$ cat config.mk
export PLATFORM = sky130hd
export DESIGN_NAME = health_manager
export DESIGN_NICKNAME = d
export VERILOG_FILES = /design/src/rtl/health_pkg.sv /design/src/rtl/health_channel.sv /design/src/rtl/health_manager.sv
export SDC_FILE = /design/constraint.sdc
export NUM_CORES = 1
export LEC_CHECK = 0
export CAP_MARGIN = 20
export CELL_PAD_IN_SITES_DETAIL_PLACEMENT = 1
export CELL_PAD_IN_SITES_GLOBAL_PLACEMENT = 1
export CORE_MARGIN = 2
export CORE_UTILIZATION = 46
export CTS_BUF_LIST = sky130_fd_sc_hd__clkbuf_4 sky130_fd_sc_hd__clkbuf_8
export CTS_CLUSTER_DIAMETER = 120
export DETAILED_ROUTE_END_ITERATION = 10
export PLACE_DENSITY_LB_ADDON = 0.1
export SYNTH_ARGS = -nofsm -noshare
export SYNTH_HDL_FRONTEND = slang
export SYNTH_SLANG_ARGS = --single-unit
$ cat constraint.sdc
create_clock -name Clk -period 5.85 [get_ports Clk]
set_input_delay 0.585 -clock Clk [delete_from_list [all_inputs] [get_ports Clk]]
set_output_delay 0.585 -clock Clk [all_outputs]
set_load 0.02 [all_outputs]
$ cat src/rtl/health_pkg.sv
// health_pkg: shared widths, channel FSM states and default tuning constants for the health manager
package health_pkg;

    localparam int HP_W            = 10;
    localparam int AMT_W           = 7;
    localparam int DEF_HP_MAX      = 100;
    localparam int DEF_HOLD_FRAMES = 30;
    localparam int DEF_DRAIN_DIV   = 2;

    typedef enum logic [1:0] {IDLE, HOLD, DRAIN, KO} hp_state_t;

    // Damage applied to a health value, floored at zero
    function automatic logic [HP_W-1:0] sat_sub(input logic [HP_W-1:0] a, input logic [AMT_W-1:0] b);
        return (HP_W'(b) >= a) ? '0 : a - HP_W'(b);
    endfunction

endpackage

$ cat src/rtl/health_channel.sv
// health_channel: one player's live/padded health, hold/drain FSM and K.O. flag (HEAL_EN adds heal inputs)
module health_channel
    import health_pkg::*;
#(
    parameter int HP_MAX      = DEF_HP_MAX,
    parameter int HOLD_FRAMES = DEF_HOLD_FRAMES,
    parameter int DRAIN_DIV   = DEF_DRAIN_DIV
) (
    input  logic             clk,
    input  logic             rst_n,
    input  logic             clear,
    input  logic             tick,
    input  logic             hit_valid,
    input  logic [AMT_W-1:0] hit_amt,
`ifdef HEAL_EN
    input  logic             heal_valid,
    input  logic [AMT_W-1:0] heal_amt,
`endif
    output logic [HP_W-1:0]  hp,
    output logic [HP_W-1:0]  hpp,
    output logic             ko
);

    localparam int CW = $clog2(HOLD_FRAMES + 1);
    localparam int DW = $clog2(DRAIN_DIV + 1);
    localparam logic [HP_W-1:0] FULL      = HP_W'(HP_MAX);
    localparam logic [CW-1:0]   HOLD_DONE = CW'(HOLD_FRAMES);
    localparam logic [CW-1:0]   HOLD_LAST = CW'(HOLD_FRAMES - 1);
    localparam logic [DW-1:0]   DIV_LAST  = DW'(DRAIN_DIV - 1);

    hp_state_t        state_q, state_d;
    logic [HP_W-1:0]  hp_q, hp_d, hpp_q, hpp_d;
    logic [CW-1:0]    hold_q, hold_d;
    logic [DW-1:0]    div_q, div_d;
    logic             ko_q, ko_d;
    logic             do_hit, do_heal;
    logic [AMT_W-1:0] dmg, gain;
    logic [HP_W-1:0]  hit_hp, heal_hp;
    logic [HP_W:0]    heal_sum;

`ifdef HEAL_EN
    // A same-cycle hit and heal collapse into their net; only a net loss counts as a hit
    assign do_hit  = hit_valid && (!heal_valid || hit_amt > heal_amt);
    assign do_heal = heal_valid && !do_hit;
    assign dmg     = heal_valid ? hit_amt - heal_amt : hit_amt;
    assign gain    = hit_valid ? heal_amt - hit_amt : heal_amt;
`else
    assign do_hit  = hit_valid;
    assign do_heal = 1'b0;
    assign dmg     = hit_amt;
    assign gain    = '0;
`endif

    assign hit_hp   = sat_sub(hp_q, dmg);
    assign heal_sum = {1'b0, hp_q} + (HP_W + 1)'(gain);
    assign heal_hp  = (heal_sum > (HP_W + 1)'(HP_MAX)) ? FULL : heal_sum[HP_W-1:0];

    // State and datapath registers
    always_ff @(posedge clk or negedge rst_n) begin
        if (!rst_n) begin
            state_q <= IDLE;
            hp_q    <= FULL;
            hpp_q   <= FULL;
            hold_q  <= '0;
            div_q   <= '0;
            ko_q    <= 1'b0;
        end else begin
            state_q <= state_d;
            hp_q    <= hp_d;
            hpp_q   <= hpp_d;
            hold_q  <= hold_d;
            div_q   <= div_d;
            ko_q    <= ko_d;
        end
    end

    // Next state: clear beats everything, then hit, then heal, then frame-paced hold/drain.
    // hold_q saturates at HOLD_FRAMES, which marks the drain phase for both DRAIN and KO.
    always_comb begin
        state_d = state_q;
        hp_d    = hp_q;
        hpp_d   = hpp_q;
        hold_d  = hold_q;
        div_d   = div_q;
        ko_d    = ko_q;
        if (clear) begin
            state_d = IDLE;
            hp_d    = FULL;
            hpp_d   = FULL;
            hold_d  = '0;
            div_d   = '0;
            ko_d    = 1'b0;
        end else if (state_q != KO && do_hit) begin
            hp_d    = hit_hp;
            ko_d    = (hit_hp == '0);
            state_d = (hit_hp == '0) ? KO : HOLD;
            hold_d  = '0;
            div_d   = '0;
        end else if (state_q != KO && do_heal) begin
            hp_d = heal_hp;
            if (heal_hp > hpp_q) begin
                hpp_d   = heal_hp;
                state_d = IDLE;
                hold_d  = '0;
                div_d   = '0;
            end
        end else if (state_q == DRAIN && hpp_q == hp_q) begin
            state_d = IDLE;
            hold_d  = '0;
            div_d   = '0;
        end else if (tick && state_q != IDLE) begin
            if (hold_q != HOLD_DONE) begin
                hold_d = hold_q + 1'b1;
                if (hold_q == HOLD_LAST && state_q == HOLD) state_d = DRAIN;
            end else if (hpp_q != hp_q) begin
                div_d = (div_q == DIV_LAST) ? '0 : div_q + 1'b1;
                hpp_d = (div_q == DIV_LAST) ? hpp_q - 1'b1 : hpp_q;
            end
        end
    end

    // Outputs come straight from registers
    always_comb begin
        hp  = hp_q;
        hpp = hpp_q;
        ko  = ko_q;
    end

endmodule

$ cat src/rtl/health_manager.sv
// health_manager: frame-tick detect, hit gating and round-over tracking around two health channels.
// Optional feature: define HEAL_EN to add heal1/heal2 ports.
module health_manager
    import health_pkg::*;
#(
    parameter int HP_MAX      = DEF_HP_MAX,
    parameter int HOLD_FRAMES = DEF_HOLD_FRAMES,
    parameter int DRAIN_DIV   = DEF_DRAIN_DIV
) (
    input  logic       Clk,
    input  logic       Reset_n,
    input  logic       frame_clk,
    input  logic       round_start,
    input  logic       dmg1_valid,
    input  logic [6:0] dmg1_amt,
    input  logic       dmg2_valid,
    input  logic [6:0] dmg2_amt,
`ifdef HEAL_EN
    input  logic       heal1_valid,
    input  logic [6:0] heal1_amt,
    input  logic       heal2_valid,
    input  logic [6:0] heal2_amt,
`endif
    output logic [9:0] HP1,
    output logic [9:0] HPP1,
    output logic [9:0] HP2,
    output logic [9:0] HPP2,
    output logic       ko1,
    output logic       ko2,
    output logic       round_over
);

    logic fc_q, fc_d, fc_prev_q, fc_prev_d;
    logic round_over_q, round_over_d;
    logic tick, hit1, hit2;
`ifdef HEAL_EN
    logic heal1, heal2;
`endif

    // Frame strobe sampling and sticky round-over flag
    always_ff @(posedge Clk or negedge Reset_n) begin
        if (!Reset_n) begin
            fc_q         <= 1'b0;
            fc_prev_q    <= 1'b0;
            round_over_q <= 1'b0;
        end else begin
            fc_q         <= fc_d;
            fc_prev_q    <= fc_prev_d;
            round_over_q <= round_over_d;
        end
    end

    // Edge detect, event gating and round-over condition on registered channel state
    always_comb begin
        fc_d         = frame_clk;
        fc_prev_d    = fc_q;
        tick         = fc_q & ~fc_prev_q;
        hit1         = dmg1_valid & ~round_over_q & ~round_start;
        hit2         = dmg2_valid & ~round_over_q & ~round_start;
`ifdef HEAL_EN
        heal1        = heal1_valid & ~round_over_q & ~round_start;
        heal2        = heal2_valid & ~round_over_q & ~round_start;
`endif
        round_over_d = round_start ? 1'b0
                     : round_over_q | ((ko1 | ko2) & (HPP1 == HP1) & (HPP2 == HP2));
    end

    assign round_over = round_over_q;

    health_channel #(.HP_MAX(HP_MAX), .HOLD_FRAMES(HOLD_FRAMES), .DRAIN_DIV(DRAIN_DIV)) u_p1 (
        .clk       (Clk),
        .rst_n     (Reset_n),
        .clear     (round_start),
        .tick      (tick),
        .hit_valid (hit1),
        .hit_amt   (dmg1_amt),
`ifdef HEAL_EN
        .heal_valid(heal1),
        .heal_amt  (heal1_amt),
`endif
        .hp        (HP1),
        .hpp       (HPP1),
        .ko        (ko1)
    );

    health_channel #(.HP_MAX(HP_MAX), .HOLD_FRAMES(HOLD_FRAMES), .DRAIN_DIV(DRAIN_DIV)) u_p2 (
        .clk       (Clk),
        .rst_n     (Reset_n),
        .clear     (round_start),
        .tick      (tick),
        .hit_valid (hit2),
        .hit_amt   (dmg2_amt),
`ifdef HEAL_EN
        .heal_valid(heal2),
        .heal_amt  (heal2_amt),
`endif
        .hp        (HP2),
        .hpp       (HPP2),
        .ko        (ko2)
    );

endmodule
==> impl_metrics.yaml, run 1 <==
hold_path:
  hold_path_class: "register to register"
flow_run:
  max_cap_violations: 0
synthesis:
  synthFlopType: "dfrtp_1"
  synth_top_area_share_pct: 30.8
  synth-seq-cells: 63
  synth-edff-count: 0
  syn_inst: 468
  synthTopCellsByArea: "dfrtp_1 31%, dfstp_2 7.6%, ha_1 6.7%, xor2_1 6.6%, nor2_1 6.1%"
  syn_area_sq_mm: 0.00414
  synth_cell_types: 62
  synth_seq_area_share_pct: 38.5
  syn_nets: 512
  yosys.area.top_type: "dfrtp_1"
  async_flop_share_pct: 100
  synth_area_per_cell_sq_um: 8.84
  yosysWarnings: 0
global_routing:
  grt-ovfl-total: 0
  grt_pass1_wl_mm: 19.3
  grt_pass1_vias: 3865
  antenna_found_initial: 0
  grt_start_max_net_pins: 64
  grt_util_all_layers_pct: 24.8
cts:
  h-tree-depth: 3
  clkLatencyLatePin_ns: 0.35
  postCtsHoldBufs: 0
  clock_sinks: 63
  cts_buffers: 9
  clockBufferDepth: 2
  root_buffer: "clkbuf_8"
  clk_pin_slew_ns: 0.07
  cts_tree: "done"
  cts-resized-gates: 0
  post-cts-setup-buffers: 0
run_status:
  status: "finished clean"
layout:
  mostFrequentLayoutCell: "nor2_1"
  mostFrequentLayoutCells: "67 x nor2_1, 61 x clkdlybuf4s50_1, 51 x dfrtp_1"
  multi_input_area_sq_mm: 0.00239
  finalInstanceArea_sq_mm: 0.00507
  regArea_sq_mm: 0.00159
  fillers: 1017
  drive_gt1_share_pct: 7.43
  insertedDiodeCount: 0
  nNetsFinal: 577
  area_growth_syn_to_layout_pct: 22.5
timing:
  fin_skew_ns: 0.0172
  rsz0062_at_grt: "false"
  final.min_clock_period_ns: 2.87
  fin_crit_sh_pct: 49.1
  whs_ns: 0.380
  max_clock_freq_ghz: 0.348
  hold_viol_final: 0
  setup_viol: 0
  tns_ns: 0
  worst_pin_slew_ns: 0.826
  finalMaxSlewViolations: 0
  slew_headroom_pct: 44.9
detailed_routing:
  ant_nets: 0
  vias: 3662
  drtPass1Iterations: 4
  wl_per_cell_um: 17.6
  finalWirelength_mm: 11.4
  vias_per_cell: 5.67
  drt_iter0_markers: 89
  drc: 0
floorplanning:
  io_pins: 63
  chipHeight_um: 98.9
  die_area_sq_mm: 0.00977
  chipWidth_um: 98.9
  core_sq_mm: 0.00872
  rows: 34
  start_util_pct: 47.5
critical_path:
  crit_path_cell_trace: "clkdlybuf4s50_1, inv_1, ha_1, nor2b_1, o2111ai_1, nand3_1, a2111oi_0, o21ai_0, nand2_1, o21ai_1"
  crit_path_max_incr_delay_ns: 0.74
  crit_slowest_cell: "a2111oi_0"
  worstPathMaxFanout: 3
  cp_data_arrival_time_ns: 3.08
  start_kind: "primary input"
  crit_type: "primary input to register"
  critPathCaptureType: "register"
  critPathRequiredTime_ns: 6.06
pwr:
  vdd_drop_max_mv: 0.160
  p_leak_nw: 2.12
  pwr_density_cell_mw_per_mm2: 338
placement:
  numPortBuffers: 62
  dpl.hpwl_mm: 8.56
  gp_congestion: 0.860
  dpl_cell_area_sq_mm: 0.00486
-- worst paths after layout --
| path | from | slack (ns) | end | cells past startpoint |
|---|---|---|---|---|
| setup / recovery | dmg1_amt[1] | 2.98 | u_p1.hp[9] | 10 |
| hold / removal | fc_prev_d | 0.38 | fc_prev_q | 0 |
| setup reg to reg | u_p1.hp[0] | 3.13 | u_p1.hp[8] | 10 |
| hold reg to reg | fc_prev_d | 0.38 | fc_prev_q | 0 |
| max in group asynchronous | Reset_n | 4.87 | u_p2.hp[3] | 2 |
| min in group asynchronous | Reset_n | 0.39 | u_p2.hpp[7] | 2 |
-- state kept, by name (all words and copies together) (netlist names) --
name          flops
round_over        1
u_p1.ko           1
u_p1.div_q        2
u_p1.hpp         10
fc_prev_d         1
u_p2.ko           1
u_p2.hold_q       5
u_p2.div_q        2
u_p1.state_q      2
u_p1.hp          10
fc_prev_q         1
u_p2.hp          10
u_p2.hpp         10
u_p1.hold_q       5
u_p2.state_q      2
-- cell usage after synthesis, types with 4 or more instances --
cell type / number
nand3_1: 16
nand2_1: 38
inv_1: 30
or3_1: 5
xor2_1: 31
nor4_2: 4
ha_1: 22
clkbuf_1: 7
nor4_1: 4
nor3_1: 11
dfstp_2: 12
nand2b_1: 7
nand4_1: 9
a21o_1: 4
dfrtp_1: 51
or2_1: 4
nand4b_1: 5
and3_1: 6
o21ai_0: 7
a21oi_1: 22
xnor2_1: 22
a31oi_1: 4
o21ai_1: 17
a211oi_1: 7
nor2_1: 67
-- cell type report --
cell class / count / share of cell area (%)
Clock buffer: 13 / 3.28
Clock inverter: 3 / 0.839
Inverter: 31 / 2.29
Multi-Input combinational cell: 364 / 47.1
Sequential cell: 63 / 31.4
Tap cell: 108 / 2.66
Timing Repair Buffer: 64 / 12.4
-- worst max-delay path, delay by kind of cell --
family,cells,cell delay (ns)
buf+inv,2,0.58
simple gates,3,0.40
fa+ha+maj,1,0.32
compound gates,4,1.20
-- per-stage QoR --
| step | setup WS (ns) | instances | power, mW | utilization, % |
|---|---|---|---|---|
| 6_report | 2.98 | 646 | 1.71 | 58.1 |
| 4_1_cts | 3.02 | 646 | 1.72 | 58.1 |
| 3_5_place_dp | 2.66 | 630 | 1.31 | 55.8 |
| 3_3_place_gp | 2.72 | 630 | 1.29 | 55.8 |
| 2_1_floorplan | 3.32 | 468 | 1.06 | - |
| 5_1_grt | 2.79 | 646 | 1.83 | 58.1 |
-- power by group --
group / leakage, nW / total (mW) / internal [mW] / switching [mW]
clock: 0.106 / 0.404 / 0.229 / 0.175
combinational: 1.19 / 0.720 / 0.298 / 0.421
sequential: 0.821 / 0.589 / 0.496 / 0.0925
total: 2.12 / 1.71 / 1.02 / 0.689
-- metal layers --
metal | GRT usage [%] | up-vias | part of all wire (%)
met4 | 8.22 | 0 | 1.9
met5 | 0 | - | 0
met2 | 44.0 | 62 | 50
li1 | - | 1767 | -
met3 | 4.26 | 19 | 3.4
met1 | 30.5 | 1814 | 44
-- cells by family after synthesis --
kind of cell	after synthesis	synth area share, %
muxes	1	0.242
DFF	63	38.5
adders and majority gates	24	7.62
and+or+nand+nor	195	24.0
AOI/OAI and AO/OA	91	14.6
xor gates and xnor gates	53	11.2
buffers and inverters	41	3.84
Note: power is estimated with default switching activity, not from simulation.
==> inputs of run 2 (changes only) <==
Settings changed: CORE_UTILIZATION 46 to 43.
Clock period 5.85 ns to 3 ns, I/O delays scaled along.
==> run 2 against run 1 <==
- the flow now finishes with violations (negative hold slack)
- clock power grew 91%
- utilization shrank 2.8 points
- critical path depth is the same
- final area grew 1.3%
- largest cell class unchanged
- highest routed layer unchanged
==> impl_metrics.yaml, run 2 (synthesis results as in run 1) <==
run_status:
  status: "complete, but fails checks"
  violations: "negative hold slack"
floorplanning:
  core_sq_mm: 0.00928
  die_area_sq_mm: 0.0104
  io_pins: 63
  chipHeight_um: 102
  start_util_pct: 44.6
  chipWidth_um: 102
  rows: 35
cts:
  postCtsHoldBufs: 0
  clkLatencyLatePin_ns: 0.35
  post-cts-setup-buffers: 0
  root_buffer: "clkbuf_8"
  cts_buffers: 9
  clk_pin_slew_ns: 0.07
  clockBufferDepth: 2
  cts_tree: "done"
  h-tree-depth: 3
  clock_sinks: 63
  cts-resized-gates: 0
detailed_routing:
  drtPass1Iterations: 4
  drt_iter0_markers: 145
  finalWirelength_mm: 11.6
  ant_nets: 0
  vias_per_cell: 5.49
  vias: 3696
  drc: 0
  wl_per_cell_um: 17.2
layout:
  mostFrequentLayoutCell: "nor2_1"
  fillers: 1105
  drive_gt1_share_pct: 8.46
  multi_input_area_sq_mm: 0.00239
  insertedDiodeCount: 0
  nNetsFinal: 583
  mostFrequentLayoutCells: "67 x nor2_1, 61 x clkdlybuf4s50_1, 51 x dfrtp_1"
  regArea_sq_mm: 0.00159
  area_growth_syn_to_layout_pct: 24.1
timing:
  worst_pin_slew_ns: 0.737
  max_clock_freq_ghz: 0.367
  fin_skew_ns: 0.0109
  tns_ns: 0
  slew_headroom_pct: 50.5
  fin_ws_ns: 0.277
  setup_viol: 0
  final.min_clock_period_ns: 2.72
  finalMaxSlewViolations: 0
  hold_viol_final: 6
  fin_crit_sh_pct: 90.8
  whs_ns: -0.00463
  rsz0062_at_grt: "false"
placement:
  gp_congestion: 0.833
  post-place-ws_ns: 0.0354
  numPortBuffers: 62
  dpl.hpwl_mm: 8.87
global_routing:
  grt_pass1_vias: 3932
  antenna_found_initial: 0
  grt_start_max_net_pins: 32
  grt-ovfl-total: 0
  grt_util_all_layers_pct: 23.9
  grt_pass1_wl_mm: 19.4
flow_run:
  max_cap_violations: 0
critical_path:
  critPathRequiredTime_ns: 3.27
  cp_data_arrival_time_ns: 3.00
  crit_type: "register to register"
  r2r_start: "u_p1.hp[0]"
  r2r_setup_slack_ns: 0.28
  worstPathMaxFanout: 5
  rr_endpoint: "u_p1.state_q[1]"
  start_kind: "register"
  reg2reg_depth: 10
  critPathCaptureType: "register"
pwr:
  pwr_density_cell_mw_per_mm2: 654
  p_leak_nw: 2.15
  vdd_drop_max_mv: 0.369
  finalPower_mw: 3.36
hold_path:
  hold_path_class: "primary input to async pin"
run 2: worst max-delay path, stage by stage, from the launching register on:
cell,delay [ns]
dfrtp_1,0.44
inv_1,0.08
ha_1,0.23
fa_1,0.40
nand2b_1,0.18
a211oi_1,0.29
nor4_2,0.14
xor2_1,0.16
nor4_1,0.46
a21oi_1,0.15
nor2_1,0.12
run 2: routing by layer:
metal	vias up	global-route usage, %	wire length [um]
li1	1790	-	-
met2	62	42.3	5910
met5	-	0	0
met1	1827	29.9	5210
met4	0	6.97	149
met3	17	3.97	308
run 2: cell type report:
| cell class | count | share of cell area (%) |
|---|---|---|
| Clock buffer | 12 | 3.09 |
| Clock inverter | 4 | 0.877 |
| Inverter | 31 | 2.26 |
| Multi-Input combinational cell | 364 | 46.5 |
| Sequential cell | 63 | 31.0 |
| Tap cell | 129 | 3.14 |
| Timing Repair Buffer | 70 | 13.2 |
run 2: how the worst max path moves through the flow:
| stage | to | from | cells past startpoint |
|---|---|---|---|
| final | u_p1.state_q[1] | u_p1.hp[0] | 10 |
| after global routing | u_p2.state_q[1] | u_p2.hp[6] | 8 |
| after CTS | u_p2.state_q[1] | u_p2.hp[6] | 8 |
| after detailed placement | u_p1.hp[9] | dmg1_amt[1] | 11 |
| after global placement | u_p1.hp[9] | dmg1_amt[1] | 11 |
| after floorplan | u_p1.hp[8] | u_p1.hp[0] | 10 |
run 2: through the flow:
stage	std cells	hold slack, ns	util [%]	area (sq um)
finish	673	-0.00463	55.3	5140
global route	673	0.0371	55.3	5140
CTS	673	0.00896	55.3	5140
detailed placement	657	0.377	53.1	4930
global placement	657	0.369	53.1	4930
floorplan	468	0.00441	-	4140
run 2: where the power goes:
group	leakage (nW)	internal (mW)	total (mW)	switching [mW]
Combinational	1.22	0.610	1.44	0.830
Clock	0.110	0.434	0.772	0.338
Sequential	0.821	0.968	1.15	0.181
